File: src/rtl/alu_op_sequencer.sv
// Control-step generator for one register-register ALU instruction: fetches the
// instruction, decodes it, then steps the datapath enables through operand
// load, ALU evaluate and writeback (Ra, or LO then HI for multiply/divide).
module alu_op_sequencer #(
    parameter int unsigned NUM_REGS     = 16,
    parameter int unsigned REG_SEL_W    = 4,
    parameter int unsigned ALU_SEL_W    = 5,
    parameter logic [ALU_SEL_W-1:0] OP_MUL = 5'b01110,
    parameter logic [ALU_SEL_W-1:0] OP_DIV = 5'b01111,
    parameter logic [ALU_SEL_W-1:0] OP_NEG = 5'b10000,
    parameter logic [ALU_SEL_W-1:0] OP_NOT = 5'b10001,
    parameter logic [ALU_SEL_W-1:0] OP_MAX = 5'b10001,
    parameter int unsigned MEM_WAIT_MAX = 15
) (
    input  logic                 clk,
    input  logic                 clr,
    input  logic                 start,
    input  logic                 mem_ready,
    input  logic [31:0]          ir,
    output logic [NUM_REGS-1:0]  reg_in,
    output logic [NUM_REGS-1:0]  reg_out,
    output logic                 pc_out,
    output logic                 mar_in,
    output logic                 inc_pc,
    output logic                 pc_in,
    output logic                 mdr_read,
    output logic                 mdr_in,
    output logic                 mdr_out,
    output logic                 ir_in,
    output logic                 y_in,
    output logic                 z_in,
    output logic                 zlo_out,
    output logic                 zhi_out,
    output logic                 lo_in,
    output logic                 hi_in,
    output logic [ALU_SEL_W-1:0] alu_sel,
    output logic                 busy,
    output logic                 done,
    output logic                 err,
    output logic [3:0]           state
);

    localparam int unsigned CntW    = $clog2(MEM_WAIT_MAX + 1);
    localparam int unsigned OpLo    = 32 - ALU_SEL_W;
    localparam int unsigned RaLo    = OpLo - REG_SEL_W;
    localparam int unsigned RbLo    = RaLo - REG_SEL_W;
    localparam int unsigned RcLo    = RbLo - REG_SEL_W;

    typedef enum logic [3:0] {
        StIdle  = 4'd0,
        StT0    = 4'd1,
        StT1    = 4'd2,
        StT2    = 4'd3,
        StT3    = 4'd4,
        StT4    = 4'd5,
        StT5    = 4'd6,
        StT6    = 4'd7,
        StAbort = 4'd8
    } state_e;

    state_e          state_q, state_d;
    logic [CntW-1:0] cnt_q, cnt_d;

    logic [ALU_SEL_W-1:0] opcode;
    logic [REG_SEL_W-1:0] ra, rb, rc;
    logic                 is_muldiv, is_unary, decode_ok;
    logic                 ra_bad, rb_bad, rc_bad;
    logic [NUM_REGS-1:0]  ra_oh, rb_oh, rc_oh;
    logic                 unused_ir;

    assign opcode = ir[31 -: ALU_SEL_W];
    assign ra     = ir[RaLo +: REG_SEL_W];
    assign rb     = ir[RbLo +: REG_SEL_W];
    assign rc     = ir[RcLo +: REG_SEL_W];
    assign unused_ir = ^ir[RcLo-1:0];

    assign is_muldiv = (opcode == OP_MUL) || (opcode == OP_DIV);
    assign is_unary  = (opcode == OP_NEG) || (opcode == OP_NOT);

    // Only register fields the opcode actually uses are range-checked.
    assign ra_bad    = !is_muldiv && (32'(ra) >= NUM_REGS);
    assign rb_bad    = 32'(rb) >= NUM_REGS;
    assign rc_bad    = !is_unary && (32'(rc) >= NUM_REGS);
    assign decode_ok = (opcode <= OP_MAX) && !ra_bad && !rb_bad && !rc_bad;

    // An out-of-range index shifts the bit off the end, leaving the bus all-zero.
    assign ra_oh = NUM_REGS'(1) << ra;
    assign rb_oh = NUM_REGS'(1) << rb;
    assign rc_oh = NUM_REGS'(1) << rc;

    assign state = state_q;
    assign busy  = (state_q != StIdle);

    // State and wait-counter registers with synchronous reset.
    always_ff @(posedge clk) begin
        if (clr) begin
            state_q <= StIdle;
            cnt_q   <= '0;
        end else begin
            state_q <= state_d;
            cnt_q   <= cnt_d;
        end
    end

    // Next-state logic; the wait counter only runs while parked in T1.
    always_comb begin
        state_d = state_q;
        cnt_d   = '0;
        case (state_q)
            StIdle:  if (start) state_d = StT0;
            StT0:    state_d = StT1;
            StT1: begin
                if (mem_ready) begin
                    state_d = StT2;
                end else if (cnt_q == CntW'(MEM_WAIT_MAX - 1)) begin
                    state_d = StAbort;
                end
                cnt_d = (state_d == StT1) ? cnt_q + CntW'(1) : '0;
            end
            StT2:    state_d = StT3;
            StT3:    state_d = decode_ok ? StT4 : StAbort;
            StT4:    state_d = StT5;
            StT5:    state_d = is_muldiv ? StT6 : StIdle;
            StT6:    state_d = StIdle;
            StAbort: state_d = StIdle;
            default: state_d = StIdle;
        endcase
    end

    // Moore outputs decoded from the state register and the IR fields.
    always_comb begin
        reg_in   = '0;
        reg_out  = '0;
        pc_out   = 1'b0;
        mar_in   = 1'b0;
        inc_pc   = 1'b0;
        pc_in    = 1'b0;
        mdr_read = 1'b0;
        mdr_in   = 1'b0;
        mdr_out  = 1'b0;
        ir_in    = 1'b0;
        y_in     = 1'b0;
        z_in     = 1'b0;
        zlo_out  = 1'b0;
        zhi_out  = 1'b0;
        lo_in    = 1'b0;
        hi_in    = 1'b0;
        alu_sel  = '0;
        done     = 1'b0;
        err      = 1'b0;
        case (state_q)
            StT0: begin
                pc_out = 1'b1;
                mar_in = 1'b1;
                inc_pc = 1'b1;
                z_in   = 1'b1;
            end
            StT1: begin
                zlo_out  = 1'b1;
                pc_in    = 1'b1;
                mdr_read = 1'b1;
                mdr_in   = 1'b1;
            end
            StT2: begin
                mdr_out = 1'b1;
                ir_in   = 1'b1;
            end
            StT3: begin
                // Unary ops and failed decodes spend this slot idle.
                if (decode_ok && !is_unary) begin
                    reg_out = rb_oh;
                    y_in    = 1'b1;
                end
            end
            StT4: begin
                reg_out = is_unary ? rb_oh : rc_oh;
                z_in    = 1'b1;
                alu_sel = opcode;
            end
            StT5: begin
                zlo_out = 1'b1;
                if (is_muldiv) begin
                    lo_in = 1'b1;
                end else begin
                    reg_in = ra_oh;
                    done   = 1'b1;
                end
            end
            StT6: begin
                zhi_out = 1'b1;
                hi_in   = 1'b1;
                done    = 1'b1;
            end
            StAbort: err = 1'b1;
            default: ;
        endcase
    end

endmodule

File: config.mk
export PLATFORM = sky130hd
export DESIGN_NAME = alu_op_sequencer
export DESIGN_NICKNAME = d
export VERILOG_FILES = /design/src/rtl/alu_op_sequencer.sv
export SDC_FILE = /design/constraint.sdc
export NUM_CORES = 1
export LEC_CHECK = 0
export ABC_AREA = 1
export CAP_MARGIN = 20
export CORE_MARGIN = 2
export CORE_UTILIZATION = 34
export CTS_BUF_LIST = sky130_fd_sc_hd__clkbuf_4
export CTS_CLUSTER_SIZE = 10
export DETAILED_ROUTE_END_ITERATION = 10
export PLACE_DENSITY = 0.8
export RECOVER_POWER = 25
export SLEW_MARGIN = 20
export SYNTH_ARGS = -nofsm -noshare
export SYNTH_HDL_FRONTEND = slang
export SYNTH_SLANG_ARGS = --single-unit
File: constraint.sdc
create_clock -name clk -period 1.1 [get_ports clk]
set_input_delay 0.165 -clock clk [delete_from_list [all_inputs] [get_ports clk]]
set_output_delay 0.165 -clock clk [all_outputs]
set_load 0.005 [all_outputs]
# --- Word level (Yosys, flattened, before mapping) ---
# Cells that the tools add are included.
totals:
  reg_bits: 8
  output_inout_bits: 58
op_classes:
  addsub: 1
  n_lt_le_gt_ge: 1
  n_eq_ne: 15
  shift: 3
  mux: 26
  bitwise: 2
  n_reduce_logical: 9
op_table:
  columns: ["cell", "n"]
  rows:
  - ["two-way mux 16 bit", 4]
  - ["left shift 1 x 4 -> 16 bit (first input constant)", 3]
  - ["case mux 16 bit (2 select lines)", 1]
  - ["case mux 4 bit (7 select lines)", 1]
  - ["two-way mux 4 bit", 5]
  - ["equality test 4 x 3 -> 1 bit (second input constant)", 4]
  - ["equality test 4 x 2 -> 1 bit (second input constant)", 3]
  - ["two-way mux 1 bit", 12]
  - ["equality test 5 x 4 -> 1 bit (second input constant)", 2]
  - ["equality test 5 bit (second input constant)", 2]
  - ["equality test 4 bit (second input constant)", 2]
  - ["less-or-equal comparator 5 bit (second input constant)", 1]
  - ["two-way mux 5 bit", 1]
  - ["adder 4 x 1 -> 4 bit (second input constant)", 1]
  - ["equality test 4 x 1 -> 1 bit (second input constant)", 1]
  - ["logical NOT 4 bit", 1]
  - ["nonzero test 4 bit", 1]
  - ["OR reduction 2 bit", 2]
  - ["two-way mux 3 bit", 1]
  - ["OR reduction 3 bit", 1]
  - ["logical OR 1 bit", 2]
  - ["!= test 2 bit (second input constant)", 1]
  - ["NOT 1 bit", 2]
  - ["case mux 1 bit (2 select lines)", 1]
  - ["2 further kinds", 2]

# --- Logic depth before layout (Yosys ltp) ---
depth:
  depth_word: 7
  mapped_depth: 8
  depth_no_buf: 8

# --- Worst setup path before layout ---
# Ideal clock, no wire load.
synth_timing:
  path_type: "register -> output"
  from: "reg state_q[2] (netlist: state[2])"
  to: "out reg_in[0]"
  arrival_time_ns: 1.039
  required_time_ns: 0.935
  path_slack_ns: -0.104
  stages_incl_launch_ff: 5
  path_buffers: 0
  cell_sequence: "dfxtp_1 nand2_4 nor3_4 nand2_2 nor2_1"
synth_between:
  elab_chain_cells: 2
synth_lines:
  columns: ["element", "line", "text"]
  rows:
  - ["from (decl)", "61", "state_e state_q, state_d;"]
  - ["from (signal assigned)", "97", "state_q <= StIdle;"]
  - ["from (signal assigned)", "100", "state_q <= state_d;"]
  - ["equality test 4 x 3 -> 1 bit", "151", "case (state_q)"]
  - ["two-way mux 16 bit", "151", null]
  - ["to (decl)", "20", "output logic [NUM_REGS-1:0] reg_in,"]
# No other way between the ends.

# --- Worst setup path after layout ---
layout_timing:
  from: "in ir[20]"
  to: "out reg_out[3]"
layout_between:
  elab_chain_cells: 3
  word_cells_on_any_way: 4
  classes_between: "shift: 1; mux: 3"
layout_lines:
  columns: ["element", "line", "text"]
  rows:
  - ["from (decl)", "19", "input logic [31:0] ir,"]
  - ["left shift 1 x 4 -> 16 bit (*)", "88", "assign rb_oh = NUM_REGS'(1) << rb;"]
  - ["two-way mux 16 bit, on equally long branches", "176, 170", null]
  - ["case mux 16 bit (2 select lines) (*)", "151", null]
  - ["to (decl)", "21", "output logic [NUM_REGS-1:0] reg_out,"]
# Mark *: on every way between the ends. The rest lies on a longest branch, timed or not.

==> results by group <==
Yosys
  • Synth cell count leaders: nand2_1, nor2_1, nand3_1
  • Post-synth EDFFs: 0
  • Distinct cells, synth: 24
  • Post-synth ARST share: 0
  • Post-synthesis sequential area ratio: 0.114
  • Most area-hungry cell type in the Yosys netlist: nand3_1
  • Synthesized cell area: 1400 sq um
  • Largest cells by area after synthesis: nand3_1, nand2_1, nor2_1
  • Ys Warns: 0
  • Most used DFF post-synth: dfxtp_1
  • Most numerous cell in the Yosys netlist: nand2_1
  • Net Count, Synth: 309
  • Post-synthesis average cell area: 5.18 sq um
  • FF+latch count, synth: 8
  • Syn Inst Count: 271
  • Area share of the largest cell type after synthesis: 0.175

Route
  • Routed wire per std cell: 21.8 microns
  • Post-route antenna net violation count: 0
  • DRT iter0 DRCs: 464
  • First-pass DRT Iterations: 6
  • Vias per inst: 6.26
  • Routed WL: 10400 microns
  • Vias: 2984
  • # DRC: 0

Timing
  • Worst hold margin: 0.535 ns
  • Setup-failing EPs final: 66
  • Final hold violation count: 0
  • Clk_skew: 0.0160 ns
  • Final period util: 1.66
  • Final worst slack: -0.727 ns
  • Post-route minimum period: 1.83 ns
  • Final-report max-slew violation count: 0
  • Max Clk Rate: 547 MHz
  • Worst slew pin tran: 0.413 ns
  • Relative slew slack: 0.722
  • RSZ-0062 raised after global routing: yes

Worst setup path
  • CP peak stage delay: 0.42 ns
  • Critical path's top delay family: simple AND/OR/NAND/NOR gates
  • Cell-by-cell trace of the critical path: dlygate4sd2_1 > nand3_1 > o21ai_0 > nand3_2 > nand2_1 > buf_2
  • Crit. End Element: output port
  • CP Class: in -> out
  • Critical path data required time: 0.94 ns
  • Crit path arrival time: 1.66 ns
  • Slowest CP cell: o21ai_0
  • Crit path launch type: primary input
  • CP max FO: 8
  • Critical path buffers and inverters: 2

GRT
  • Initial antenna violation count: 2
  • First-pass GRT wire length: 11300 microns
  • GRT Residual Overflow: 0
  • Global Route Usage Sum: 0.325
  • Number of global-route vias before repair: 2469
  • Largest net degree at the start of global routing: 17

Clock tree
  • Clk root buf: clkbuf_4
  • CTS Buf Count: 3
  • CTS tree: done
  • H-tree levels: 1
  • Max Root-Sink Buffers: 2
  • Clock slew at reported path FFs: 0.05 ns
  • CTS Hold Bufs: 0
  • Skew-Pair Late Insertion Delay: 0.26 ns
  • CTS sink cnt: 8

Pwr
  • Power per cell area: 548 nW/um^2
  • Lkg Pwr: 1.67 nW
  • Worst VDD drop: 0.898 mV

Worst hold path
  • Worst Hold Class: reg -> reg

Cells and area
  • Nets: 464
  • Syn-to-layout area delta: 131%
  • Fill cells: 217
  • Layout cells sized above 1: 0.558
  • Final core utilization: 0.815

Floorplanning
  • Io pins: 94
  • Initial core utilization: 0.353
  • Core area: 3970 sq um
  • Row cnt: 23
  • Die width: 68.2 microns
  • Die area: 4660 sq um
  • DIE HEIGHT: 68.2 microns

Placed design
  • Hpwl dp: 4220 microns
  • RD Place Congestion: 0.878
  • Port bufs: 78

Run status
  • Result of the run: finished, violations left
  • Failing checks: negative setup slack

Job
  • Max cap viols: 0
-- path summary, 6_finish.rpt --
| path | slack (ns) | end | from | depth (start not counted) |
|---|---|---|---|---|
| max | -0.73 | reg_out[3] | ir[20] | 6 |
| min | 0.54 | cnt_q[0] | cnt_q[0] | 2 |
| max reg2reg | -0.54 | cnt_q[3] | state[2] | 9 |
| min reg2reg | 0.54 | cnt_q[0] | cnt_q[0] | 2 |
-- registers in the layout, summed over array words and instances, names as in the netlist --
name / count
cnt_q: 4
state: 4
-- through the flow --
stage	std cells	setup TNS (ns)	setup slack [ns]	instance area, sq um	total power, W
2_1_floorplan	271	-1.35	-0.0567	1450	0.000639
3_3_place_gp	425	-39.90	-0.880	2520	0.00101
3_5_place_dp	425	-41.35	-0.952	2520	0.00103
4_1_cts	467	-26.03	-0.560	2930	0.00145
5_1_grt	477	-36.70	-0.803	3240	0.00183
6_report	477	-34.44	-0.727	3240	0.00177
-- tightest hold or removal path: cells and delay by family, from the launching register on --
kind	cells	cell delay (ns)
buffers and inverters	1	0.12
DFF	1	0.33
and+or+nand+nor	1	0.04
-- cells in the final DEF (no fill, tap or decap), drive strengths merged --
cell type and instances:
buf 145, xor2 1, clkinv 1, o211ai 1, or2 1, clkdlybuf4s50 10
o21ai 23, dlygate4sd2 7, ha 2, nand2 63, nand4 8, clkbuf 4
nor2 57, dlymetal6s2s 3, xnor2 1, a21oi 3, diode 2, inv 34
nor3 3, dfxtp 8, nand3 50
-- cell type report --
cell class | count | area [sq um] | share of cell area
multi-input cells | 213 | 1390 | 0.430
diodes | 2 | 5.00 | 0.00155
flip-flops and latches | 8 | 175 | 0.0541
inverters | 35 | 149 | 0.0460
repair buffers | 165 | 1420 | 0.440
clock buffers | 4 | 30.0 | 0.00928
well taps | 50 | 62.6 | 0.0193
-- logic make-up (layout without fill, tap and decap cells) --
family                     Yosys count  in the layout  share of synthesized area
AOI/OAI and AO/OA                   27             27                     0.0981
xor gates and xnor gates             2              2                     0.0125
adders and majority gates            2              2                     0.0178
buffers and inverters               51            204                      0.170
DFF                                  8              8                      0.114
other                                0              2                          0
and+or+nand+nor                    181            182                      0.587
-- power breakdown --
part | switching [W] | leakage, nW | internal [W]
logic | 0.000630 | 1.58 | 0.000539
clock network | 0.000108 | 0.0184 | 0.000164
registers | 0.0000277 | 0.0678 | 0.000303
-- per-layer routing --
metal  part of all wire  track usage  routed length (microns)  vias to the layer above
met1               0.32        0.364                     3330                     1330
met4              0.095        0.220                      989                        0
li1                   -            -                        -                     1178
met5                  0            0                        0                        -
met3               0.12       0.0625                     1220                      122
met2               0.47        0.553                     4880                      354
-- what timing repair did --
action	4_1_cts	5_1_grt
gates resized for setup	340	66
endpoints found under the setup margin	66	65
buffers inserted	39	11
gates cloned	2	0
endpoints found under the hold margin	0	0
pin swaps	49	15
Power figures use the tool's default switching activity.
==> RTL change 1: new RTL, config.mk and constraints unchanged <==
`NUM_REGS`: 16 -> 32.
--- a/src/rtl/alu_op_sequencer.sv
+++ b/src/rtl/alu_op_sequencer.sv
@@ -4,3 +4,3 @@
 module alu_op_sequencer #(
-    parameter int unsigned NUM_REGS     = 16,
+    parameter int unsigned NUM_REGS     = 32,
     parameter int unsigned REG_SEL_W    = 4,
Ports: changed (resized reg_in and reg_out); port bits go from 94 to 126. The function was not compared with the original's and may differ.
==> RTL change 1 against the original RTL <==
  * The run still ends with setup timing left
  * Critical path depth rose by 1
  * Combinational power fell by 9%
  * Cell count rose by 13%
  * Via count fell by 10%
  * Cell area rose by 7.4%
  * Routed wire length fell by 21%
  * Area after synthesis rose by 23%
  * Sequential cell count did not move
  * Total power fell by 3.1%
  * Worst setup slack got worse by 0.035 ns
  * Sequential share of layout area fell by 0.37 points
==> RTL change 1: results (changes against the original RTL) <==
| Metric | Value |
|---|---|
| DR pass1 iterations | `5 (was 6)` |
| Xor and xnor area share after synthesis | `0.509% (was 1.25%)` |
| Setup Viol. Count Final | `66 (unchanged)` |
| Hold crit path type | `in -> reg (was reg -> reg)` |
| Later-pin clock latency in the skew report | `0.28 ns (was 0.26 ns)` |
| M1 wire length | `2.91 mm (was 3.33 mm)` |
| Area contributors post-synth | `buf_4 17%, nand2_1 16%, nand3_1 12%, nor2_1 10%, dfxtp_1 9.3% (was nand3_1 17%, nand2_1 16%, nor2_1 14%, dfxtp_1 11%, inv_1 9.1%)` |
| PostCTS Resize Cnt | `300 (was 340)` |
| Area fraction in compound gates after synthesis | `8.15% (was 9.81%)` |
| Clock skew | `0.0166 ns (was 0.0160 ns)` |
| Clock network fraction of design power | `17.6% (was 15.3%)` |
| Hold path cells | `3 (was 2)` |
| Leakage | `0.00184 uW (was 0.00167 uW)` |
| DRT iter0 DRCs | `154 (was 464)` |
| Register area share after synthesis | `9.31% (was 11.4%)` |
| Layout cells sized above 1 | `52.5% (was 55.8%)` |
| Power per cell area | `494 nW/um^2 (was 548 nW/um^2)` |
| Pre-CTS WS | `-0.983 ns (was -0.952 ns)` |
| Final non-filler cell total | `539 (was 477)` |
| Worst EP arrival | `1.70 ns (was 1.66 ns)` |
| GR Layer Usage met2 | `42.7% (was 55.3%)` |
| GPL Wtd Cong | `0.998 (was 0.878)` |
| Status | `finished, violations left (unchanged)` |
| Failing checks | `setup timing (unchanged)` |
| Adder-cell share of the synthesized area | `1.45% (was 1.78%)` |
| GR Util met1 | `26.1% (was 36.4%)` |
| Clock transition at the registers of the reported paths | `0.07 ns (was 0.05 ns)` |
| Yosys cell types | `28 (was 24)` |
| Peak VDD IR | `0.492 mV (was 0.898 mV)` |
| Number of global-route vias before repair | `2311 (was 2469)` |
| Initial antenna violation count | `0 (was 2)` |
| Worst setup margin | `-0.762 ns (was -0.727 ns)` |
| Post-DP HPWL | `4.34 mm (was 4.22 mm)` |
| Fin nets | `511 (was 464)` |
| Post-placement cell area | `2710 um^2 (was 2520 um^2)` |
| Worst reg-to-reg path cell count | `12 (was 9)` |
| WL/cell | `15.3 um (was 21.8 um)` |
| Routed wl met3 | `575 um (was 1.22 mm)` |
| All-Layer GR Usage | `22.7% (was 32.5%)` |
| Post-CTS setup buffers | `35 (was 39)` |
| Routed vias | `2687 (was 2984)` |
| First-pass GRT wire length | `10.2 mm (was 11.3 mm)` |
-- RTL change 1: area by class of cell --
cell class                      instances  area (um^2)
Multi-Input combinational cell        250         1510
Clock buffer                            4         30.0
Sequential cell                         8          175
Fill cell                             373         1310
Timing Repair Buffer                  174         1510
Inverter                               36          168
Tap cell                               67         83.8
-- RTL change 1: worst paths after layout --
path / startpoint / endpoint / slack [ns]
min: clr / state[3]$_SDFFE_PP0P_ / 0.53
max: state[3]$_SDFFE_PP0P_ / reg_in[11] / -0.76
min reg2reg: cnt_q[0]$_SDFF_PP0_ / cnt_q[0]$_SDFF_PP0_ / 0.55
max reg2reg: state[3]$_SDFFE_PP0P_ / state[2]$_SDFFE_PP0P_ / -0.41
-- RTL change 1: critical path, stage by stage, from the launching register on --
cell and delay [ns]:
dfxtp_4 0.38, inv_6 0.08, nand2_8 0.06, nor3_4 0.32
nand2_4 0.15, buf_6 0.15, nor2_2 0.11, buf_2 0.15
==> RTL change 2: new RTL, config.mk and constraints unchanged <==
Made on the original files. Register the output `err`, without a reset; this adds one clock of latency there. The other outputs are not delayed to match.
--- a/src/rtl/alu_op_sequencer.sv
+++ b/src/rtl/alu_op_sequencer.sv
@@ -60,2 +60,4 @@
 
+    logic err_d;
+
     state_e          state_q, state_d;
@@ -149,3 +151,3 @@
         done     = 1'b0;
-        err      = 1'b0;
+        err_d    = 1'b0;
         case (state_q)
@@ -193,3 +195,3 @@
             end
-            StAbort: err = 1'b1;
+            StAbort: err_d = 1'b1;
             default: ;
@@ -198,2 +200,6 @@
 
+    always_ff @(posedge clk) begin
+        err <= err_d;
+    end
+
 endmodule
Check against the original RTL: not equivalent (Yosys sat finds a counterexample within 10 cycles, from zero or initial values).
==> RTL change 2 against the original RTL <==
  * The flow still finishes with violations (setup timing)
  * First-iteration DRC count is 43% lower
  * Clock skew fell by 0.014 ns
  * Non-clock buffer count increased by 8
  * Area after synthesis is 3.7% higher
  * Count of clock-buffer cells in the layout did not move
  * Total power fell by 0.20%
  * Worst setup slack worse by 0.016 ns
  * Routed wire length is 15% lower
  * Cell area grew 7.1%
  * Sequential cell count up 1
  * Critical path type is now reg -> out
  * Largest power group unchanged
==> RTL change 2: results (changes against the original RTL) <==
| Metric | Value |
|---|---|
| Status | `finished, violations left (unchanged)` |
| Failing checks | `setup timing (unchanged)` |
| Worst EP arrival | `1.68 ns (was 1.66 ns)` |
| Post-placement cell area | `2610 um^2 (was 2520 um^2)` |
| Fill count | `200 (was 217)` |
| Setup crit start | `state[0]$_SDFFE_PP0P_ (was ir[20])` |
| Worst reg-to-reg path cell count | `12 (was 9)` |
| Slew @ Worst Pin | `0.364 ns (was 0.413 ns)` |
| Setup Viol. Count Final | `65 (was 66)` |
| Worst path slowest cell | `dfxtp_4 (was o21ai_0)` |
| Clock transition at the registers of the reported paths | `0.07 ns (was 0.05 ns)` |
| Reg-to-Reg Start | `state[1]$_SDFFE_PP0P_ (was state[2]$_SDFFE_PP0P_)` |
| Pre-CTS WS | `-1.01 ns (was -0.952 ns)` |
| Clock skew | `0.00208 ns (was 0.0160 ns)` |
| Diodes inserted | `0 (was 2)` |
| Crit path capture | `reg_in[10] (was reg_out[3])` |
| Largest net degree at the start of global routing | `19 (was 17)` |
| Worst setup margin | `-0.743 ns (was -0.727 ns)` |
| Post-Syn Instances | `280 (was 271)` |
| GPL Wtd Cong | `0.882 (was 0.878)` |
| Area contributors post-synth | `nand2_1 18%, nand3_1 14%, nor2_1 13%, dfxtp_1 12%, inv_1 9.5% (was nand3_1 17%, nand2_1 16%, nor2_1 14%, dfxtp_1 11%, inv_1 9.1%)` |
| Hold path cells | `4 (was 2)` |
| Signal buf overhead | `44.2% (was 44.0%)` |
| Critical path's largest stage delay | `0.37 ns (was 0.42 ns)` |
| Comb_multi_in | `214 (was 213)` |
| DR vias/cell | `5.71 (was 6.26)` |
| Net Count, Synth | `318 (was 309)` |
| Non-clk bufs | `173 (was 165)` |
RTL change 2: cell count changes after synthesis, moves of 2 or more:
cell / delta
o21ai_0: -7
inv_1: +3
nand2_1: +9
nor2_2: +2
nand3_1: -8
a21oi_1: +3
nand4_1: +6
nor2_1: -3
RTL change 2: what timing repair did:
item,CTS,global route
cloned,2,0
pin swaps,33,30
resized for setup,339,96
buffers inserted,38,17
endpoints found under the setup margin,66,65
RTL change 2: cells by family after synthesis:
| logic type | after synthesis | share of synthesized area (%) |
|---|---|---|
| buffers and inverters | 57 | 18.5 |
| xor gates and xnor gates | 2 | 1.20 |
| DFF | 9 | 12.4 |
| AOI/OAI and AO/OA | 23 | 8.08 |
| and+or+nand+nor | 187 | 58.1 |
| adders and majority gates | 2 | 1.72 |
RTL change 2: where the power goes:
part	total, uW	internal (uW)	leakage, uW	switching (uW)
combinational	1100	533	0.00176	568
sequential	370	339	0.0000758	30.7
clock	297	165	0.0000184	133
